**config.mk**
```make
export PLATFORM = sky130hd
export DESIGN_NAME = keypad_emulator_flat
export DESIGN_NICKNAME = d
export VERILOG_FILES = /design/src/rtl/keypad_pkg.sv /design/src/rtl/keypad_emulator_if.sv /design/src/rtl/bounce_timer.sv /design/src/rtl/keypad_emulator.sv /design/src/flat_wrapper.sv
export SDC_FILE = /design/constraint.sdc
export NUM_CORES = 1
export LEC_CHECK = 0
export CORE_UTILIZATION = 50
export CTS_BUF_LIST = sky130_fd_sc_hd__clkbuf_16
export DETAILED_ROUTE_END_ITERATION = 6
export HOLD_SLACK_MARGIN = 0.15
export PLACE_DENSITY_LB_ADDON = 0.3
export SYNTH_ARGS = -nofsm -noshare
export SYNTH_HDL_FRONTEND = slang
export SYNTH_SLANG_ARGS = --single-unit
```
**constraint.sdc**
```tcl
create_clock -name clk -period 3.1 [get_ports clk]
set_clock_uncertainty 0.15 [all_clocks]
set_input_delay 0.62 -clock clk [delete_from_list [all_inputs] [get_ports clk]]
set_output_delay 0.62 -clock clk [all_outputs]
set_load 0.02 [all_outputs]
```
**src/rtl/keypad_pkg.sv**
```systemverilog
// Shared keypad definitions: emulator state encoding and key-code to row/column one-hot decode.
// The scanner uses the same decode, so a key code means the same thing on both sides of the wires.
package keypad_pkg;

    typedef enum logic [2:0] {
        IDLE,
        PRESS_BOUNCE,
        HOLD,
        RELEASE_BOUNCE,
        GAP
    } kp_state_t;

    function automatic logic [3:0] row_onehot(input logic [3:0] hex);
        return 4'b0001 << hex[3:2];
    endfunction

    function automatic logic [3:0] col_onehot(input logic [3:0] hex);
        return 4'b0001 << hex[1:0];
    endfunction

    // Zero-length intervals would stall the countdown, so they are stretched to one cycle.
    function automatic logic [15:0] at_least_one(input logic [15:0] v);
        return (v == 16'd0) ? 16'd1 : v;
    endfunction

endpackage

```
**src/rtl/keypad_emulator_if.sv**
```systemverilog
// Command handshake plus the scanner-facing column strobe / row sense pair.
// master = command source and scanner, slave = emulator.
interface keypad_emulator_if;
    logic        cmd_valid;
    logic        cmd_ready;
    logic [3:0]  cmd_hex;
    logic [15:0] cmd_hold;
    logic [3:0]  JBO;
    logic [3:0]  JBI;

    modport master (output cmd_valid, cmd_hex, cmd_hold, JBO, input cmd_ready, JBI);
    modport slave  (input cmd_valid, cmd_hex, cmd_hold, JBO, output cmd_ready, JBI);
endinterface

```
**src/rtl/bounce_timer.sv**
```systemverilog
// Countdown timer with bounce-toggle counting; expire fires when the count reaches 1.
// Latency: expire/toggle/last are combinational from the registered count.
// Backpressure: none; load always wins over the internal reload.
module bounce_timer #(
    parameter int BOUNCE_EDGES  = 4,
    parameter int BOUNCE_PERIOD = 16
) (
    input  logic        clk,
    input  logic        reset,
    input  logic        load,
    input  logic [15:0] load_val,
    input  logic        bounce,
    output logic        expire,
    output logic        toggle,
    output logic        last
);
    localparam logic [15:0] PERIOD   = 16'(BOUNCE_PERIOD);
    localparam logic [15:0] LAST_IDX = 16'(BOUNCE_EDGES - 1);

    logic [15:0] cnt;
    logic [15:0] tog_cnt;

    assign expire = (cnt == 16'd1);
    assign toggle = bounce && expire;
    assign last   = toggle && (tog_cnt == LAST_IDX);

    // Count stops at 1 rather than wrapping; the owner always reloads on expiry.
    always_ff @(posedge clk) begin
        if (reset) begin
            cnt     <= 16'd0;
            tog_cnt <= 16'd0;
        end else if (load) begin
            cnt     <= load_val;
            tog_cnt <= 16'd0;
        end else if (toggle) begin
            cnt     <= PERIOD;
            tog_cnt <= tog_cnt + 16'd1;
        end else if (cnt > 16'd1) begin
            cnt     <= cnt - 16'd1;
        end
    end

endmodule

```
**src/rtl/keypad_emulator.sv**
```systemverilog
// Emulates one keypad contact (with bounce) on a scanned 4x4 matrix, one command at a time.
// Latency: contact closes on the accept edge; JBI is combinational from JBO and registered state.
// Backpressure: cmd_ready only in IDLE; commands presented while busy are neither taken nor queued.
module keypad_emulator
    import keypad_pkg::*;
#(
    parameter int BOUNCE_EDGES  = 4,
    parameter int BOUNCE_PERIOD = 16,
    parameter int GAP_CYCLES    = 32
) (
    input  logic               clk,
    input  logic               reset,
    keypad_emulator_if.slave   kif,
    output logic               pressed,
    output logic               done
);
    localparam logic [15:0] PERIOD_LOAD = 16'(BOUNCE_PERIOD);
    localparam logic [15:0] GAP_LOAD    = (GAP_CYCLES < 1) ? 16'd1 : 16'(GAP_CYCLES);

    kp_state_t   state, state_nxt;
    logic        pressed_nxt;
    logic [3:0]  key_q;
    logic [15:0] hold_q;
    logic        accept;
    logic        load;
    logic [15:0] load_val;
    logic        bounce;
    logic        expire, toggle, last;

    assign kif.cmd_ready = (state == IDLE);
    assign accept        = kif.cmd_valid && kif.cmd_ready;
    assign bounce        = (state == PRESS_BOUNCE) || (state == RELEASE_BOUNCE);

    // A non-one-hot strobe can never equal a column one-hot, so it always reads back zero.
    assign kif.JBI = (pressed && (kif.JBO == col_onehot(key_q))) ? row_onehot(key_q) : 4'b0000;

    bounce_timer #(
        .BOUNCE_EDGES  (BOUNCE_EDGES),
        .BOUNCE_PERIOD (BOUNCE_PERIOD)
    ) u_timer (
        .clk      (clk),
        .reset    (reset),
        .load     (load),
        .load_val (load_val),
        .bounce   (bounce),
        .expire   (expire),
        .toggle   (toggle),
        .last     (last)
    );

    always_ff @(posedge clk) begin
        if (reset) begin
            state   <= IDLE;
            pressed <= 1'b0;
            key_q   <= 4'd0;
            hold_q  <= 16'd0;
        end else begin
            state   <= state_nxt;
            pressed <= pressed_nxt;
            if (accept) begin
                key_q  <= kif.cmd_hex;
                hold_q <= kif.cmd_hold;
            end
        end
    end

    always_comb begin
        state_nxt   = state;
        pressed_nxt = pressed;
        done        = 1'b0;
        load_val    = 16'd0;
        case (state)
            IDLE: begin
                if (accept) begin
                    pressed_nxt = 1'b1;
                    state_nxt   = (BOUNCE_EDGES == 0) ? HOLD : PRESS_BOUNCE;
                end
            end
            PRESS_BOUNCE: begin
                if (toggle) begin
                    pressed_nxt = last ? 1'b1 : ~pressed;
                    if (last) state_nxt = HOLD;
                end
            end
            HOLD: begin
                if (expire) begin
                    pressed_nxt = 1'b0;
                    state_nxt   = (BOUNCE_EDGES == 0) ? GAP : RELEASE_BOUNCE;
                end
            end
            RELEASE_BOUNCE: begin
                if (toggle) begin
                    pressed_nxt = last ? 1'b0 : ~pressed;
                    if (last) state_nxt = GAP;
                end
            end
            GAP: begin
                if (expire) begin
                    done      = 1'b1;
                    state_nxt = IDLE;
                end
            end
            default: begin
                pressed_nxt = 1'b0;
                state_nxt   = IDLE;
            end
        endcase

        // Every state entry reloads the timer; hold comes straight from the bus on the accept edge.
        load = (state_nxt != state);
        case (state_nxt)
            PRESS_BOUNCE, RELEASE_BOUNCE: load_val = PERIOD_LOAD;
            HOLD:    load_val = at_least_one((state == IDLE) ? kif.cmd_hold : hold_q);
            GAP:     load_val = GAP_LOAD;
            default: load_val = 16'd0;
        endcase
    end

endmodule
```
**src/flat_wrapper.sv**
```systemverilog
// flat-port wrapper written by rule: the top's interface ports become plain ports
module keypad_emulator_flat import keypad_pkg::*;
#(
    parameter int BOUNCE_EDGES  = 4,
    parameter int BOUNCE_PERIOD = 16,
    parameter int GAP_CYCLES    = 32
)
  (clk, reset, pressed, done, kif_cmd_valid, kif_cmd_hex, kif_cmd_hold, kif_JBO, kif_cmd_ready, kif_JBI);
  keypad_emulator_if kif_i ();
  input  logic clk;
  input  logic reset;
  output logic pressed;
  output logic done;
  input wire logic [$bits(kif_i.cmd_valid)-1:0] kif_cmd_valid;
  input wire logic [$bits(kif_i.cmd_hex)-1:0] kif_cmd_hex;
  input wire logic [$bits(kif_i.cmd_hold)-1:0] kif_cmd_hold;
  input wire logic [$bits(kif_i.JBO)-1:0] kif_JBO;
  output wire logic [$bits(kif_i.cmd_ready)-1:0] kif_cmd_ready;
  output wire logic [$bits(kif_i.JBI)-1:0] kif_JBI;
  assign kif_i.cmd_valid = kif_cmd_valid;
  assign kif_i.cmd_hex = kif_cmd_hex;
  assign kif_i.cmd_hold = kif_cmd_hold;
  assign kif_i.JBO = kif_JBO;
  assign kif_cmd_ready = kif_i.cmd_ready;
  assign kif_JBI = kif_i.JBI;
  keypad_emulator #(.BOUNCE_EDGES(BOUNCE_EDGES), .BOUNCE_PERIOD(BOUNCE_PERIOD), .GAP_CYCLES(GAP_CYCLES)) u_core (.clk(clk), .reset(reset), .kif(kif_i), .pressed(pressed), .done(done));
endmodule
```
; Word-level counts from Yosys, hierarchy flattened
; Index checks and enable logic that the tools add are counted.
; W data, S select, Z words.
[op_classes]
n_bitwise = 2
n_addsub = 2
magnitude_cmp = 1
shifts = 2
n_eq_ne = 16
reduce_logical = 11
n_mux = 24
[op_table]
columns = operator, n
row1 = $mux W16, 5
row2 = $pmux W16 S3, 1
row3 = $mux W3, 7
row4 = $add A16 B1 Y16 const B, 1
row5 = $eq A16 B1 Y1 const B, 1
row6 = $eq A16 B2 Y1 const B, 1
row7 = $gt A16 B1 Y1 const B, 1
row8 = $logic_not A16 Y1, 1
row9 = $sub A16 B1 Y16 const B, 1
row10 = $pmux W3 S5, 1
row11 = $eq A3 B2 Y1 const B, 4
row12 = $mux W1, 8
row13 = $ne A2 B2 Y1 const B, 4
row14 = $shl A1 B2 Y4 const A, 2
row15 = $eq A3 B1 Y1 const B, 2
row16 = $eq A3 B3 Y1 const B, 2
row17 = $pmux W1 S5, 1
row18 = $reduce_and A5 Y1, 1
row19 = $eq A4 B4 Y1, 1
row20 = $logic_and A1 B1 Y1, 4
row21 = $mux W4, 1
row22 = $reduce_or A2 Y1, 2
row23 = $logic_not A3 Y1, 1
row24 = $ne A3 B3 Y1, 1
row25 = other kinds (3), 4
[word_totals]
inputBits = 27
word_cells = 64
output_inout_bits = 7
reg_bits = 56

; Depth between registers and ports, before layout
; Gate-level depths: netlist of the first run.
[depth]
ltp_word = 11
ltp_mapped = 9
depth_no_buf = 7

; Cells and area by module
; From an unflattened synthesis of the first run, not the netlist that was laid out.
[unflattened]
cells_unflattened = 418
hier_area_um2 = 3146.8
[modules_own_cells]
columns = module, seq_area_each_um2, instances, cells_each, area_per_inst_um2
row1 = bounce_timer, 640.6, 1, 216, 1788.0
row2 = keypad_emulator, 480.5, 1, 202, 1358.8

; Worst setup path after synthesis of the first run
; Ideal clock, no wire load.
[synth_timing]
path_type = input -> output
start = input kif_JBO[1]
end = output kif_JBI[0]
stages = 4
required_ns = 2.330
arrival_ns = 2.025
path_slack_ns = 0.305
path_cell_list = or3_1 o31a_1 or3_1 nor3_1
[synth_via]
elab_chain_cells = 3
[synth_lines]
columns = item, line_no
row1 = "start, declared", flat_wrapper.sv:17  ; input wire logic [$bits(kif_i.JBO)-1:0] kif_JBO;
row2 = $eq A4 B4 Y1, keypad_emulator.sv:35  ; assign kif.JBI = (pressed && (kif.JBO == col_onehot(key_q))) ? row_onehot(key_q) : 4'b0000;
row3 = $logic_and A1 B1 Y1, keypad_emulator.sv:35
row4 = $mux W4, keypad_emulator.sv:35
row5 = "end, declared", flat_wrapper.sv:19  ; output wire logic [$bits(kif_i.JBI)-1:0] kif_JBI;
; Every way passes these cells.

; Final worst setup path of the first run
[layout_timing]
start = register u_core.u_timer.cnt[2]
end = output done
[layout_via]
elab_chain_cells = 3
[layout_lines]
columns = item, line_no
row1 = "start, declared", bounce_timer.sv:20  ; logic [15:0] cnt;
row2 = "start signal, assigned", bounce_timer.sv:33  ; cnt <= load_val;
row3 = "start signal, assigned", bounce_timer.sv:39  ; cnt <= cnt - 16'd1;
row4 = $eq A16 B1 Y1, bounce_timer.sv:23  ; assign expire = (cnt == 16'd1);
row5 = $mux W1, keypad_emulator.sv:98  ; if (expire) begin
row6 = $mux W1, keypad_emulator.sv:72  ; case (state)
row7 = "end, declared", flat_wrapper.sv:13  ; output logic done;
; Every way passes these cells.

==> results.json, run 1 <==
{
  "setup_viol": 0,
  "post_drt_wl_per_cell_um": 15.5,
  "ant_nets": 0,
  "crit_slowest_cell": "clkdlybuf4s50_1",
  "vias": 2902,
  "postSynth.asyncResetShare_pct": 0,
  "gr-total-overflow": 0,
  "ir_worst_vdd_uv": 376,
  "die_area_sq_um": 6510,
  "preCtsSetupSlack_ps": -480,
  "fill_cells": 526,
  "grt_use_met1_pct": 33.1,
  "power.leakage_nw": 1.36,
  "dieHeight_um": 80.7,
  "dr.pass1.iters": 5,
  "drc_errors": 0,
  "run_status": "completed",
  "ys_warn_count": 0,
  "htree_levels": 2,
  "yosysTopAreaCell": "dfxtp_1",
  "postCtsSetupBuffers": 0,
  "drive_gt1_share_pct": 11.2,
  "cap_violations": 0,
  "ys_seq_elements": 56,
  "setup_ws_ps": 151,
  "crit_buf_inv": 1,
  "antenna_found_initial": 0,
  "syn-num-nets": 409,
  "grt_usage_pct": 25.6,
  "finalHoldViolCount": 0,
  "post-route-period-util_pct": 95.1,
  "max_stage_delay_ps": 630,
  "syn_area_sq_um": 3100,
  "core-area_sq_um": 5960,
  "gp_congestion": 0.869,
  "start_util_pct": 52.0,
  "syn_inst": 379,
  "rsz0062_at_grt": "false",
  "synth_area_leaders": "dfxtp_1, xnor2_1, nand2_1",
  "drtIter0Drc": 144,
  "clk_path_buf_depth": 2,
  "synthDistinctLibCells": 49,
  "max_freq_mhz": 339,
  "cts_hold_buf": 0,
  "clockRootBuffer": "clkbuf_16",
  "dpl-instance-area_sq_um": 3570,
  "use_met2_pct": 44.0,
  "synth.avg_cell_area_sq_um": 8.17,
  "vias_per_cell": 5.89,
  "grt_start_max_net_pins": 21,
  "io_pins": 34,
  "busiest_layer": "met2",
  "die_w_um": 80.7,
  "grt_pass1_vias": 2857,
  "drt-total-wl_um": 7660,
  "regToRegSetupSlack_ps": 570,
  "worstPathArrival_ps": 2180,
  "hp-class": "reg -> reg",
  "numPortBuffers": 33,
  "final_cell_mix": "dfxtp_1, nand2_1, nor2_1, a21oi_1, clkdlybuf4s50_1",
  "end_kind": "output port",
  "finalMaxSlewViolations": 0,
  "fin_tns_setup_ps": 0,
  "seq_area_sq_um": 1120,
  "powerDensity_nw_per_um2": 775,
  "synth_flop_cell": "dfxtp_1",
  "multi_input_area_sq_um": 1870,
  "holdPathStages": 2,
  "critPathTopFamily": "simple AND/OR/NAND/NOR gates",
  "dpl.hpwl_um": 5590,
  "synth_edf_count": 0,
  "slew_headroom_pct": 62.7,
  "cts_tree": "done",
  "final_nets": 447,
  "synth_top_area_share_pct": 36.2,
  "crit_fanout": 5,
  "reg2reg_depth": 6,
  "grt_pass1_wl_um": 13100,
  "setup.worst_path.start_class": "flip-flop",
  "cp.depth": 4,
  "met3_usage_pct": 3.41,
  "yosysSeqAreaShare_pct": 36.2,
  "clk_pin_slew_ps": 70,
  "tightest_slew_ps": 560,
  "final_area_sq_um": 3730,
  "path_class": "reg -> out",
  "clock_latency_ps": 290,
  "num_antenna_cells": 0,
  "final_common_cell": "dfxtp_1",
  "clock_sinks": 56,
  "period_minus_slack_ps": 2950,
  "rows": 28,
  "cts_buffers": 5,
  "required_ps": 2330,
  "path_cells": "nor4_1, nand4_1, nor2_1, clkdlybuf4s50_1",
  "area_growth_pct": 20.5
}
[worst reg2reg max path, delay by kind of cell, from the launching register on]
family | cells | cell delay (ps)
compound gates | 1 | 90
simple gates | 4 | 1610
buf+inv | 1 | 270
flops | 1 | 350
[area by class of cell]
type | instances | area share [%]
well taps | 75 | 2.52
clock buffers | 5 | 3.36
multi-input cells | 290 | 50.2
inverters | 14 | 1.41
flip-flops and latches | 56 | 30.1
clock inverters | 3 | 0.436
repair buffers | 50 | 12.0
[what timing repair did]
action,4_1_cts,5_1_grt
setup endpoints to repair,4,4
endpoints found under the hold margin,0,0
pin swaps,0,2
resized for setup,22,8
[sequential cells by signal, indices dropped and copies added (netlist names)]
| register | flops |
|---|---|
| u_core.state | 3 |
| u_core.pressed | 1 |
| u_core.u_timer.cnt | 16 |
| u_core.u_timer.tog_cnt | 16 |
| u_core.hold_q | 16 |
| u_core.key_q | 4 |
[final timing paths]
kind / from / endpoint
worst min register to register: u_core.hold_q[14] / u_core.hold_q[14]
worst min-delay path: u_core.hold_q[14] / u_core.hold_q[14]
worst max register to register: u_core.u_timer.cnt[2] / u_core.u_timer.cnt[9]
worst max-delay path: u_core.u_timer.cnt[2] / done
[synth_stat cells, types with 3 or more instances]
| cell | count |
|---|---|
| and4_1 | 3 |
| and3_1 | 3 |
| or3_1 | 4 |
| xor2_1 | 6 |
| nor2_1 | 27 |
| a21oi_1 | 27 |
| nand3_1 | 7 |
| xnor2_1 | 25 |
| clkbuf_1 | 13 |
| ha_1 | 3 |
| a211oi_1 | 5 |
| inv_1 | 14 |
| nor3_1 | 20 |
| buf_2 | 5 |
| nand2_1 | 54 |
| nand4_1 | 9 |
| o22ai_1 | 8 |
| dfxtp_1 | 56 |
| mux2i_1 | 15 |
| and2_1 | 5 |
| o21ai_0 | 5 |
| nor4_1 | 25 |
| o22ai_2 | 6 |
| o31ai_1 | 3 |
[stage by stage]
| step | utilization (%) | std cells | power (mW) | hold WS, ps |
|---|---|---|---|---|
| after global routing | 62.6 | 493 | 3.09 | 351 |
| after detailed placement | 59.9 | 485 | 2.33 | 313 |
| after floorplan | - | 379 | 2.02 | 296 |
| final | 62.6 | 493 | 2.89 | 324 |
| after CTS | 62.1 | 493 | 2.88 | 323 |
| after global placement | 59.9 | 485 | 2.31 | 306 |
[routing by layer]
| layer | routed length, um | share of wire [%] |
|---|---|---|
| met1 | 3510 | 46 |
| met2 | 3720 | 49 |
| met3 | 339 | 4.4 |
| met4 | 90 | 1.2 |
| met5 | 0 | 0 |
[power breakdown]
part / switching, mW / total, mW / internal, mW
Sequential: 0.138 / 0.976 / 0.838
Clock: 0.252 / 0.548 / 0.296
Combinational: 0.772 / 1.36 / 0.592
Total: 1.16 / 2.89 / 1.73
[cell families after synthesis]
logic type	count (synthesis)	share of synthesized area [%]
AND/OR/NAND/NOR	171	28.7
AO/OA/AOI/OAI	70	15.8
flip-flops	56	36.2
buffers and inverters	33	4.45
XOR/XNOR	31	8.77
multiplexers	15	4.85
adder cells (fa/ha/maj)	3	1.21
No activity file was read; power rests on OpenSTA's default activity.
==> run 2: changes to the inputs <==
--- a/config.mk
+++ b/config.mk
@@ -5,10 +5,11 @@
 export SDC_FILE = /design/constraint.sdc
 export NUM_CORES = 1
 export LEC_CHECK = 0
+export CAP_MARGIN = 20
 export CORE_UTILIZATION = 50
 export CTS_BUF_LIST = sky130_fd_sc_hd__clkbuf_16
 export DETAILED_ROUTE_END_ITERATION = 6
-export HOLD_SLACK_MARGIN = 0.15
+export HOLD_SLACK_MARGIN = 0.1
 export PLACE_DENSITY_LB_ADDON = 0.3
 export SYNTH_ARGS = -nofsm -noshare
 export SYNTH_HDL_FRONTEND = slang
==> results of run 2 <==
No change in the layout: final DEF, timing and power equal those of run 1.
==> run 3: changes to the inputs <==
--- a/config.mk
+++ b/config.mk
@@ -13,4 +13,5 @@
 export PLACE_DENSITY_LB_ADDON = 0.3
 export SYNTH_ARGS = -nofsm -noshare
 export SYNTH_HDL_FRONTEND = slang
+export SYNTH_HIERARCHICAL = 1
 export SYNTH_SLANG_ARGS = --single-unit
==> results.json, run 3 <==
{
  "synth_flop_cell": "dfxtp_1",
  "synth_top_area_share_pct": 35.6,
  "required_ps": 2330,
  "numPortBuffers": 33,
  "wl_met2_um": 3910,
  "cts_resized": 6,
  "ant_nets": 0,
  "area_growth_pct": 19.8,
  "setup.worst_path.start_class": "primary input",
  "final_util_pct": 62.9,
  "worstPathArrival_ps": 2190,
  "drt-total-wl_um": 8000,
  "fill_cells": 544,
  "rows": 28,
  "ys_seq_elements": 56,
  "vias_per_cell": 5.91,
  "drive_gt1_share_pct": 9.73,
  "final_common_cell": "nand2_1",
  "tightest_slew_ps": 673,
  "gp_congestion": 0.889,
  "cts_buffers": 5,
  "clockRootBuffer": "clkbuf_16",
  "max_freq_mhz": 338,
  "wirelength_met1_um": 3580,
  "holdWs_ps": 323,
  "ir_worst_vdd_uv": 648,
  "finalHoldViolCount": 0,
  "path_class": "in -> out",
  "hp-class": "reg -> reg",
  "synth.avg_cell_area_sq_um": 7.53,
  "clk_pin_slew_ps": 70,
  "postSynth.asyncResetShare_pct": 0,
  "setup_viol": 0,
  "syn-num-nets": 448,
  "start_util_pct": 52.5,
  "dieHeight_um": 81.3,
  "clk_path_buf_depth": 2,
  "synth_edf_count": 0,
  "final_cell_mix": "nand2_1, dfxtp_1, a21oi_1",
  "synthMostInstantiatedCell": "nand2_1",
  "dr_wl_met3_um": 361,
  "grt_start_max_net_pins": 43,
  "die_w_um": 81.3,
  "synthDistinctLibCells": 53,
  "rsz0062_at_grt": "false",
  "crit_fanout": 4,
  "finalPower_mw": 3.12,
  "post-route-period-util_pct": 95.4,
  "clock_sinks": 56,
  "postCtsSetupBuffers": 0,
  "synth_common_cells": "nand2_1, dfxtp_1, a21oi_1",
  "power.leakage_nw": 1.35,
  "io_pins": 34,
  "dr.pass1.iters": 5,
  "cts_hold_buf": 0,
  "htree_levels": 2,
  "dpl.hpwl_um": 5690,
  "grt_pass1_wl_um": 13500,
  "largestRegisters": "u_core/hold_q (16), u_core/u_timer/cnt (16), u_core/u_timer/tog_cnt (16)",
  "post_drt_wl_per_cell_um": 15.2,
  "final_nets": 481,
  "period_minus_slack_ps": 2960,
  "yosysTopAreaCell": "dfxtp_1",
  "grt_pass1_vias": 2969,
  "clock_latency_ps": 300,
  "syn_area_sq_um": 3150,
  "syn_inst": 418,
  "slew_headroom_pct": 54.7,
  "num_antenna_cells": 0,
  "yosysSeqAreaShare_pct": 35.6,
  "top_layer_used": "met4",
  "die_area_sq_um": 6610,
  "antenna_found_initial": 0,
  "run_status": "completed",
  "grt_usage_pct": 26.1,
  "powerDensity_nw_per_um2": 828,
  "synth_area_leaders": "dfxtp_1, nand2_1, a21oi_1",
  "ys_warn_count": 6,
  "finalMaxSlewViolations": 0,
  "drc_errors": 0,
  "cap_violations": 0,
  "cts_tree": "done",
  "core-area_sq_um": 5990,
  "end_kind": "output port",
  "gr-total-overflow": 0,
  "vias": 3112,
  "drtIter0Drc": 232
}
==> run 3: changes by cell type after synthesis, sizes merged, moves of 9 or more <==
cell   change
a21oi     +21
mux2i     -12
nand2     +35
nor4       -9
o21ai     +10
o22ai      -9
xnor2     -19
==> run 3: cell type report <==
class	instances	area, sq um	share of cell area, %
Multi-Input combinational cell	330	1910	50.5
Tap cell	75	93.8	2.49
Clock buffer	5	125	3.32
Inverter	8	35.0	0.929
Timing Repair Buffer	50	452	12.0
Clock inverter	3	37.5	0.996
Sequential cell	56	1120	29.7
==> run 3: worst paths after layout <==
check | startpoint | end | slack (ps) | cells past startpoint
max | kif_JBO[1] | kif_JBI[1] | 140 | 6
min | u_core/hold_q[5] | u_core/hold_q[5] | 320 | 2
max reg2reg | u_core/u_timer/cnt[1] | u_core/u_timer/cnt[12] | 140 | 10
min reg2reg | u_core/hold_q[5] | u_core/hold_q[5] | 320 | 2
==> run 3: worst max-delay path: stages <==
cell and delay [ps]:
clkdlybuf4s50_1 440, o21ai_0 200, o21a_1 150, o21ai_0 160, nor4_1 250, dlygate4sd2_1 360
==> run 3: where the power goes <==
group	switching (mW)	internal (mW)	total, mW
clock network	0.260	0.376	0.636
registers	0.171	0.839	1.01
logic	0.763	0.712	1.47
==> run 3: kinds of logic (layout without fill, tap and decap cells) <==
group	count (synthesis)	after routing	synth area share, %
muxes	4	4	1.31
xor gates and xnor gates	15	15	4.18
AOI/OAI and AO/OA	98	98	18.6
adders and majority gates	3	3	1.19
buffers and inverters	32	66	5.05
and+or+nand+nor	210	210	34.1
DFF	56	56	35.6
==> run 3: layer usage <==
layer	global-route usage [%]	up-vias
met1	32.8	1435
met2	44.1	94
met3	5.06	13
li1	-	1570
met4	9.11	0
met5	0	-
==> run 3: through the flow <==
stage / area, sq um / std cells / setup WS (ps) / setup TNS, ps
6_report: 3770 / 527 / 144 / 0
5_1_grt: 3770 / 527 / 36.6 / 0
4_1_cts: 3740 / 527 / 12.4 / 0
3_5_place_dp: 3570 / 519 / -237 / -846
3_3_place_gp: 3570 / 519 / -104 / -194
2_1_floorplan: 3150 / 418 / 52.7 / 0
